[config.mk]
export PLATFORM = sky130hd
export DESIGN_NAME = pcileech_cfgspace_arbiter
export DESIGN_NICKNAME = d
export VERILOG_FILES = /design/src/rtl/pcileech_cfgspace_arbiter.sv
export SDC_FILE = /design/constraint.sdc
export NUM_CORES = 1
export LEC_CHECK = 0
export CAP_MARGIN = 0
export CORE_AREA = 2 2 165 167
export DETAILED_ROUTE_END_ITERATION = 16
export DIE_AREA = 0 0 167 169
export PLACE_DENSITY = 0.56
export SLEW_MARGIN = 5
export SYNTH_ARGS = -nofsm -noshare
export SYNTH_HDL_FRONTEND = slang
export SYNTH_SLANG_ARGS = --single-unit
[constraint.sdc]
create_clock -name clk -period 4.6 [get_ports clk]
set_clock_uncertainty 0.1 [all_clocks]
set_input_delay 0.69 -clock clk [delete_from_list [all_inputs] [get_ports clk]]
set_output_delay 0.69 -clock clk [all_outputs]
set_load 0.05 [all_outputs]
[src/rtl/pcileech_cfgspace_arbiter.sv]
// Arbiter for the shadow config-space BRAM: one write port and one read port shared by
// TLP, USB and internal requesters, with starvation-based fairness and tagged read returns.
module pcileech_cfgspace_arbiter #(
   parameter int STARVE_LIMIT = 8,
   parameter int RD_LAT       = 2
) (
   input  logic        clk,
   input  logic        rst_n,

   input  logic        tlp_req,
   input  logic        tlp_we,
   input  logic [9:0]  tlp_addr,
   input  logic [3:0]  tlp_be,
   input  logic [31:0] tlp_data,
   input  logic [7:0]  tlp_tag,
   output logic        tlp_gnt,
   output logic        tlp_rsp_valid,
   output logic [31:0] tlp_rsp_data,
   output logic [7:0]  tlp_rsp_tag,
   output logic [9:0]  tlp_rsp_addr,
   output logic        tlp_wack,
   output logic [7:0]  tlp_wack_tag,

   input  logic        usb_req,
   input  logic        usb_we,
   input  logic [9:0]  usb_addr,
   input  logic [3:0]  usb_be,
   input  logic [31:0] usb_data,
   input  logic [7:0]  usb_tag,
   output logic        usb_gnt,
   output logic        usb_rsp_valid,
   output logic [31:0] usb_rsp_data,
   output logic [7:0]  usb_rsp_tag,
   output logic [9:0]  usb_rsp_addr,

   input  logic        int_req,
   input  logic        int_we,
   input  logic [9:0]  int_addr,
   input  logic [3:0]  int_be,
   input  logic [31:0] int_data,
   input  logic [7:0]  int_tag,
   output logic        int_gnt,
   output logic        int_rsp_valid,
   output logic [31:0] int_rsp_data,
   output logic [7:0]  int_rsp_tag,
   output logic [9:0]  int_rsp_addr,

   input  logic        cfg_tlp_wren,
   input  logic        cfg_zero,

   output logic [3:0]  bram_wea,
   output logic [9:0]  bram_addra,
   output logic [31:0] bram_dina,
   output logic [9:0]  bram_addrb,
   input  logic [31:0] bram_doutb
);

   localparam logic [3:0] LIMIT = 4'(STARVE_LIMIT);

   typedef enum logic [1:0] {SRC_NONE, SRC_TLP, SRC_USB, SRC_INT} src_t;

   typedef struct packed {
      logic       valid;
      src_t       src;
      logic [7:0] tag;
      logic [9:0] addr;
   } rd_ent_t;

   logic tlp_wc, usb_wc, int_wc, tlp_rc, usb_rc, int_rc;
   logic [3:0] usb_wcnt, int_wcnt, usb_rcnt, int_rcnt;
   logic rr_w, rr_r;
   src_t wr_win, rd_pick, rd_win;
   logic [9:0]  wr_addr, rd_addr, addrb_q;
   logic [3:0]  wr_be;
   logic [31:0] wr_data;
   logic [7:0]  rd_tag;
   rd_ent_t [RD_LAT-1:0] pipe;
   rd_ent_t last;
   logic tlp_hit, usb_hit, int_hit;

   // Gating with rst_n keeps every grant and the write strobe low while in reset.
   assign tlp_wc = rst_n & tlp_req &  tlp_we;
   assign usb_wc = rst_n & usb_req &  usb_we;
   assign int_wc = rst_n & int_req &  int_we;
   assign tlp_rc = rst_n & tlp_req & ~tlp_we;
   assign usb_rc = rst_n & usb_req & ~usb_we;
   assign int_rc = rst_n & int_req & ~int_we;

   // Starving USB/INT beats TLP; rr = 0 prefers USB, rr = 1 prefers INT.
   function automatic src_t pick(input logic t, input logic u, input logic i,
                                 input logic us, input logic is, input logic rr);
      if (us && is) return rr ? SRC_INT : SRC_USB;
      if (us)       return SRC_USB;
      if (is)       return SRC_INT;
      if (t)        return SRC_TLP;
      if (u && i)   return rr ? SRC_INT : SRC_USB;
      if (u)        return SRC_USB;
      if (i)        return SRC_INT;
      return SRC_NONE;
   endfunction

   function automatic logic [3:0] next_cnt(input logic cand, input logic won,
                                           input logic [3:0] cnt);
      if (!cand || won) return 4'd0;
      if (cnt == LIMIT) return cnt;
      return cnt + 4'd1;
   endfunction

   always_comb begin
      wr_win  = pick(tlp_wc, usb_wc, int_wc,
                     usb_wc && (usb_wcnt == LIMIT), int_wc && (int_wcnt == LIMIT), rr_w);
      rd_pick = pick(tlp_rc, usb_rc, int_rc,
                     usb_rc && (usb_rcnt == LIMIT), int_rc && (int_rcnt == LIMIT), rr_r);
      wr_addr = '0;
      wr_be   = '0;
      wr_data = '0;
      case (wr_win)
         SRC_TLP: begin
            wr_addr = tlp_addr;
            wr_be   = cfg_tlp_wren ? tlp_be : 4'h0;
            wr_data = tlp_data;
         end
         SRC_USB: begin
            wr_addr = usb_addr;
            wr_be   = usb_be;
            wr_data = usb_data;
         end
         SRC_INT: begin
            wr_addr = int_addr;
            wr_be   = int_be;
            wr_data = int_data;
         end
         default: ;
      endcase
      rd_addr = '0;
      rd_tag  = '0;
      case (rd_pick)
         SRC_TLP: begin rd_addr = tlp_addr; rd_tag = tlp_tag; end
         SRC_USB: begin rd_addr = usb_addr; rd_tag = usb_tag; end
         SRC_INT: begin rd_addr = int_addr; rd_tag = int_tag; end
         default: ;
      endcase
      // A read colliding with this cycle's write retries, so it always sees the new data.
      rd_win = rd_pick;
      if (wr_win != SRC_NONE && rd_pick != SRC_NONE && rd_addr == wr_addr)
         rd_win = SRC_NONE;
   end

   assign tlp_gnt = (wr_win == SRC_TLP) || (rd_win == SRC_TLP);
   assign usb_gnt = (wr_win == SRC_USB) || (rd_win == SRC_USB);
   assign int_gnt = (wr_win == SRC_INT) || (rd_win == SRC_INT);

   assign bram_wea   = wr_be;
   assign bram_addra = wr_addr;
   assign bram_dina  = wr_data;
   assign bram_addrb = (rd_win != SRC_NONE) ? rd_addr : addrb_q;

   always_ff @(posedge clk or negedge rst_n) begin
      if (!rst_n) begin
         usb_wcnt     <= '0;
         int_wcnt     <= '0;
         usb_rcnt     <= '0;
         int_rcnt     <= '0;
         rr_w         <= 1'b0;
         rr_r         <= 1'b0;
         addrb_q      <= '0;
         tlp_wack     <= 1'b0;
         tlp_wack_tag <= '0;
         pipe         <= '0;
      end else begin
         usb_wcnt <= next_cnt(usb_wc, wr_win == SRC_USB, usb_wcnt);
         int_wcnt <= next_cnt(int_wc, wr_win == SRC_INT, int_wcnt);
         usb_rcnt <= next_cnt(usb_rc, rd_win == SRC_USB, usb_rcnt);
         int_rcnt <= next_cnt(int_rc, rd_win == SRC_INT, int_rcnt);
         if (wr_win == SRC_USB)      rr_w <= 1'b1;
         else if (wr_win == SRC_INT) rr_w <= 1'b0;
         if (rd_win == SRC_USB)      rr_r <= 1'b1;
         else if (rd_win == SRC_INT) rr_r <= 1'b0;
         if (rd_win != SRC_NONE) addrb_q <= rd_addr;
         tlp_wack <= (wr_win == SRC_TLP);
         if (wr_win == SRC_TLP) tlp_wack_tag <= tlp_tag;
         pipe[0].valid <= (rd_win != SRC_NONE);
         pipe[0].src   <= rd_win;
         pipe[0].tag   <= rd_tag;
         pipe[0].addr  <= rd_addr;
         for (int i = 1; i < RD_LAT; i++) pipe[i] <= pipe[i-1];
      end
   end

   // The last pipeline stage lines up with the BRAM output register.
   assign last    = pipe[RD_LAT-1];
   assign tlp_hit = last.valid && (last.src == SRC_TLP);
   assign usb_hit = last.valid && (last.src == SRC_USB);
   assign int_hit = last.valid && (last.src == SRC_INT);

   assign tlp_rsp_valid = tlp_hit;
   assign tlp_rsp_data  = (tlp_hit && !cfg_zero) ? bram_doutb : '0;
   assign tlp_rsp_tag   = tlp_hit ? last.tag  : '0;
   assign tlp_rsp_addr  = tlp_hit ? last.addr : '0;

   assign usb_rsp_valid = usb_hit;
   assign usb_rsp_data  = (usb_hit && !cfg_zero) ? bram_doutb : '0;
   assign usb_rsp_tag   = usb_hit ? last.tag  : '0;
   assign usb_rsp_addr  = usb_hit ? last.addr : '0;

   assign int_rsp_valid = int_hit;
   assign int_rsp_data  = (int_hit && !cfg_zero) ? bram_doutb : '0;
   assign int_rsp_tag   = int_hit ? last.tag  : '0;
   assign int_rsp_addr  = int_hit ? last.addr : '0;

endmodule

### Word level (Yosys, flattened, before mapping)

Index checks and enable logic that the tools add are counted.

| operators by class | value |
|---|---|
| $add $sub $neg | 4 |
| equality and inequality tests | 21 |
| multiplexer cells | 141 |
| bitwise operators | 12 |
| reductions and logical operators | 33 |

Operator list:

| kind | count |
|---|---|
| 32-bit 2-to-1 mux | 3 |
| 32-bit one-hot mux with 3 select lines | 1 |
| 1-bit 2-to-1 mux | 74 |
| 2-bit 2-to-1 mux | 35 |
| 4-bit 2-to-1 mux | 17 |
| 10-bit one-hot mux with 3 select lines | 2 |
| 10-bit 2-to-1 mux | 4 |
| 8-bit 2-to-1 mux | 3 |
| 8-bit one-hot mux with 3 select lines | 1 |
| 4-bit by 1-bit adder with 4-bit output, second input constant | 4 |
| 2-bit equality test, second input constant | 8 |
| 4-bit equality test, second input constant | 4 |
| 1-bit logical AND | 16 |
| 3-bit != test, second input constant | 4 |
| 4-bit one-hot mux with 3 select lines | 1 |
| 10-bit equality test | 1 |
| 2-bit nonzero test | 5 |
| 1-bit bitwise AND | 9 |
| 2-bit by 1-bit equality test with 1-bit output, second input constant | 4 |
| 1-bit logical OR | 7 |
| 1-bit zero test | 5 |
| 1-bit NOT | 3 |

| word-level totals | value |
|---|---|
| flip-flop bits (word level) | 79 |
| input bits | 204 |

### Depth between registers and ports, before layout

| depth | value |
|---|---|
| depth after elaboration | 44 |
| depth in mapped cells | 16 |

### Worst setup path before layout

OpenSTA, ideal clock, no wires.

| path | value |
|---|---|
| path type | input to output |
| start point | in rst_n |
| end point | out int_gnt |
| data arrival time | 4627 ps |
| required time | 3810 ps |
| setup slack | -817 ps |
| stages on the path | 13 |
| buffers on the path | 3 |
| cell sequence | buf_6 > and3_1 > buf_2 > a21oi_2 > nor2_4 > mux2i_1 > o21ai_0 > xnor2_1 > or4b_1 > or4_1 > buf_4 > and3_4 > or2_1 |

| between the ends | value |
|---|---|
| longest elaborated chain between the ends | 26 |
| elaborated cells between the ends (all ways) | 121 |

RTL lines:

| item | RTL line | RTL |
|---|---|---|
| from (decl) | 8 | `input logic rst_n,` |
| 1-bit bitwise AND (2 in a row) | 83 | `assign usb_wc = rst_n & usb_req & usb_we;` |
| 1-bit logical AND | 111 | `usb_wc && (usb_wcnt == LIMIT), int_wc && (int_wcnt == LIMIT), rr_w);` |
| 2-bit 2-to-1 mux (2 in a row) | 93 | `if (us) return SRC_USB;` |
| 2-bit 2-to-1 mux (2 in a row) | 94 | `if (is) return SRC_INT;` |
| 2-bit 2-to-1 mux | 93 |  |
| 2-bit 2-to-1 mux | 95 | `if (t) return SRC_TLP;` |
| 2-bit 2-to-1 mux | 96 | `if (u && i) return rr ? SRC_INT : SRC_USB;` |
| 2-bit 2-to-1 mux | 97 | `if (u) return SRC_USB;` |
| [8 not listed] | n/a |  |
| 2-bit equality test / 2-bit by 1-bit equality test with 1-bit output (equally long branches) | 117 | `case (wr_win)` |
| 10-bit one-hot mux with 3 select lines (*) | 117 |  |
| via bram_addra[8] | 52 | `output logic [9:0] bram_addra,` |
| 10-bit equality test (*) | 145 | `if (wr_win != SRC_NONE && rd_pick != SRC_NONE && rd_addr == wr_addr)` |
| 1-bit logical AND (*) | 145 |  |
| 2-bit 2-to-1 mux (*) | 145 |  |
| 2-bit equality test (*) | 151 | `assign int_gnt = (wr_win == SRC_INT) \|\| (rd_win == SRC_INT);` |
| 1-bit logical OR (*) | 151 |  |
| to (decl) | 42 | `output logic int_gnt,` |

Mark *: on every way through the listed nets, which the timed path passes. The rest lies on a longest branch. The select of a mux whose other input is x is not followed.

### Worst setup path after layout

| path | value |
|---|---|
| start point | reg int_rcnt[0] |
| end point | out bram_addrb[2] |

| between the ends | value |
|---|---|
| longest elaborated chain between the ends | 23 |
| elaborated cells between the ends (all ways) | 32 |

RTL lines:

| item | RTL line | RTL |
|---|---|---|
| from (decl) | 70 | `logic [3:0] usb_wcnt, int_wcnt, usb_rcnt, int_rcnt;` |
| from (signal assigned) | 174 | `int_rcnt <= next_cnt(int_rc, rd_win == SRC_INT, int_rcnt);` |
| 4-bit equality test (*) | 113 | `usb_rc && (usb_rcnt == LIMIT), int_rc && (int_rcnt == LIMIT), rr_r);` |
| 1-bit logical AND (*) | 113 |  |
| 2-bit 2-to-1 mux (2 in a row) | 94 |  |
| 2-bit 2-to-1 mux | 93 |  |
| 2-bit 2-to-1 mux | 95 |  |
| 2-bit 2-to-1 mux | 96 |  |
| 2-bit 2-to-1 mux | 97 |  |
| 2-bit 2-to-1 mux | 98 | `if (i) return SRC_INT;` |
| [7 not listed] | n/a |  |
| 2-bit equality test / 2-bit by 1-bit equality test with 1-bit output (equally long branches) | 137 | `case (rd_pick)` |
| 10-bit one-hot mux with 3 select lines (*) | 137 |  |
| via rd_addr[2] | 73 | `logic [9:0] wr_addr, rd_addr, addrb_q;` |
| 10-bit equality test | 145 |  |
| 1-bit logical AND | 145 |  |
| 2-bit 2-to-1 mux | 145 |  |
| 2-bit nonzero test | 156 | `assign bram_addrb = (rd_win != SRC_NONE) ? rd_addr : addrb_q;` |
| 10-bit 2-to-1 mux (*) | n/a |  |
| to (decl) | 54 | `output logic [9:0] bram_addrb,` |

Marks and branches as above.

==> impl_metrics.ini <==
[drt]
drt_iter0_drc = 234
routed_wire_length_per_instance_um = 18.8
avgViaCountPerCell = 4.38
vias = 6583
finalWirelength_um = 28300
drc = 0
first_pass_iters = 4
final_antenna_net_count = 0

[synthesis]
synth-xor-area-share_pct = 2.94
yosysWarnings = 0
yosysUniqueCellTypes = 64
ys_seq_elements = 79
synthesis.area_um2 = 5660
synth_edf_count = 0
ys_async_sr_fraction_pct = 100
synth-adder-area-share_pct = 1.94
synth_mux_area_share_pct = 13.7
synth_ff_type = dfrtp_1
ys_seq_area_share_pct = 34.9
syn_area_per_cell_um2 = 8.82
synth_cells = 642
synth-simple-area-share_pct = 29.8
synth_top_family_by_area = simple AND/OR/NAND/NOR gates
synth_compound_area_share_pct = 12.3
syn-num-nets = 854

[pwr]
irDropWorstVdd_uv = 178
leakage_uw = 0.00513
powerDensity_nw_per_um2 = 226

[clocking]
worstSkewPairLatency_ns = 0.34
cts_hold_buf = 0
clk_pin_slew_ns = 0.07
root_buffer = clkbuf_16
cts_buffers = 9
clockBufferDepth = 2
cts.sinks = 79
h-tree-depth = 3
cts_tree = yes

[outcome]
violations = setup timing
run_status = complete, but fails checks

[global_routing]
grt_max_degree = 71
grt_pass1_vias = 6737
grtUsageTotal_pct = 19.3
grt_pass1_wl_um = 41200
grt_antenna_before_repair = 3
overflow = 0

[final_layout]
syn2layout_area_growth_pct = 106
drive_gt1_share_pct = 23.1
nets = 1365
final_cell_count_no_fill = 1503

[timing]
setup_tns_ns = -2.47
hold_violations = 0
post-route-period-util_pct = 105
setup_viol = 12
hold_slack_ns = 0.242
slew_violations = 0
worst_slew_pin_slew_ns = 0.897
relSlewSlack_pct = 40.2
grt_setup_unrepaired = yes
timing.final.ws_setup_ns = -0.246
min_period_ns = 4.85
fmax_mhz = 206

[critical_path]
crit_path_start_kind = register
cp_max_fo = 5
endpoint_kind = primary output
cp.required_ns = 3.81
path_class = register to primary output
reg2reg_slack_ns = 0.76
crit_arrival_ns = 4.06

[placement]
placed_cells = 1462
place_hpwl_um = 23800
globalplace.congestion = 0.849
io_buffers = 424
pre_cts_ws_ns = -0.605

[floorplanning]
start_util_pct = 21.4
die_width_um = 167
core_um2 = 26500
dieArea_um2 = 28200
row_count = 60
die_h_um = 169
pin_count = 425

[run]
cap_violations = 0

[worst_hold_path]
hp-class = register to register
## worst max-delay path, stage by stage, from the launching register on
cell	delay [ns]
dfrtp_1	0.39
inv_2	0.08
ha_4	0.12
and3b_2	0.25
a22oi_2	0.09
a31oi_4	0.26
buf_6	0.14
buf_4	0.10
mux2i_2	0.21
o2bb2ai_2	0.09
xor2_1	0.16
or4b_4	0.56
or4_4	0.61
nand2b_4	0.12
inv_6	0.05
mux2_4	0.31
buf_8	0.15
## metal layers
metal,up-vias,share of wire (%),wire length [um],GRT usage (%)
met1,3031,37,10500,20.3
met3,29,6.2,1760,4.07
met2,310,54,15400,37.9
met4,0,2.3,642,6.48
li1,3213,-,-,-
met5,-,0,0,0
## metrics by stage
stage / util [%] / total power, uW / instance area (um2)
global placement: 41.3 / 1850 / 11000
floorplan: - / 1320 / 5740
global route: 43.9 / 2760 / 11600
CTS: 43.4 / 2650 / 11500
finish: 43.9 / 2630 / 11600
detailed placement: 41.3 / 1850 / 11000
## state kept, by name, summed over array words and instances, names as in the netlist
name,cells
addrb_q,10
int_rcnt,4
int_wcnt,4
last,21
pipe,21
rr_r,1
rr_w,1
tlp_wack,1
tlp_wack_tag,8
usb_rcnt,4
usb_wcnt,4
## cell usage after synthesis (3+ instances only)
cell type,count,area [um2]
and2_1,152,951
dfrtp_1,79,1980
nand2_1,63,236
mux2i_1,55,551
o21ai_0,52,260
clkbuf_1,23,86.3
nor2_1,20,75.1
inv_1,19,71.3
nand3_1,15,75.1
mux2_2,14,158
nor3_1,14,70.1
xnor2_1,12,105
a21oi_1,9,45.0
ha_1,8,100
buf_1,7,26.3
xor2_1,7,61.3
a22o_1,6,52.6
a22oi_1,6,45.0
buf_2,5,25.0
nand3b_1,5,37.5
and3b_1,4,35.0
nand4_1,4,25.0
a21oi_2,3,26.3
and3_1,3,18.8
mux2_4,3,45.0
o2bb2ai_1,3,26.3
## what timing repair did
item / in CTS / in global routing
endpoints found under the setup margin: 13 / 13
resized for setup: 42 / 15
setup buffers: 14 / 7
pin swaps: 14 / 10
## path summary, 6_finish.rpt
kind | cells after the start | startpoint | end
min | 0 | pipe[2] | last[2]
min in group asynchronous | 3 | rst_n | int_wcnt[2]
min reg2reg | 0 | pipe[2] | last[2]
max | 16 | int_rcnt[0] | bram_addrb[2]
max reg2reg | 15 | int_rcnt[0] | int_rcnt[2]
max in group asynchronous | 2 | rst_n | last[13]
## report_power, final
part / internal, uW / leakage (uW) / total [uW] / switching, uW
Sequential: 761 / 0.00103 / 796 / 34.7
Clock: 433 / 0.000147 / 756 / 324
Combinational: 504 / 0.00396 / 1080 / 577
## layout by cell type (no fill, tap or decap), drive strengths merged, types with 3 or more instances in the layout
| master | count |
|---|---|
| a22o | 6 |
| o21ai | 55 |
| nand3b | 6 |
| and2 | 153 |
| nand3 | 15 |
| xnor2 | 12 |
| mux2i | 55 |
| nor3 | 14 |
| or2 | 4 |
| nand4 | 4 |
| and3 | 4 |
| clkbuf | 9 |
| clkdlybuf4s50 | 359 |
| mux2 | 19 |
| dlygate4sd2 | 5 |
| dfrtp | 79 |
| and3b | 5 |
| a31oi | 3 |
| nor2 | 21 |
| o2bb2ai | 3 |
| ha | 8 |
| nand2 | 63 |
| xor2 | 7 |
| inv | 24 |
| a21oi | 12 |
| a22oi | 9 |
| nor4 | 3 |
| buf | 173 |
| diode | 4 |
## cell families (layout without fill, tap and decap cells)
logic type      after synthesis  after routing
simple gates                298            298
compound gates              104            104
flops                        79             79
mux                          74             74
buf+inv                      59            575
xor+xnor                     19             19
fa+ha+maj                     9              9
other cells                   0              4
## area by class of cell
| type | instances | area (um2) |
|---|---|---|
| Multi-Input combinational cell | 504 | 3650 |
| Tap cell | 341 | 427 |
| Antenna cell | 4 | 10.0 |
| Inverter | 21 | 83.8 |
| Timing Repair Buffer | 538 | 5180 |
| Sequential cell | 79 | 1980 |
| Clock inverter | 7 | 90.1 |
| Clock buffer | 9 | 225 |
| Fill cell | 2642 | 14900 |
Power figures use the tool's default switching activity.
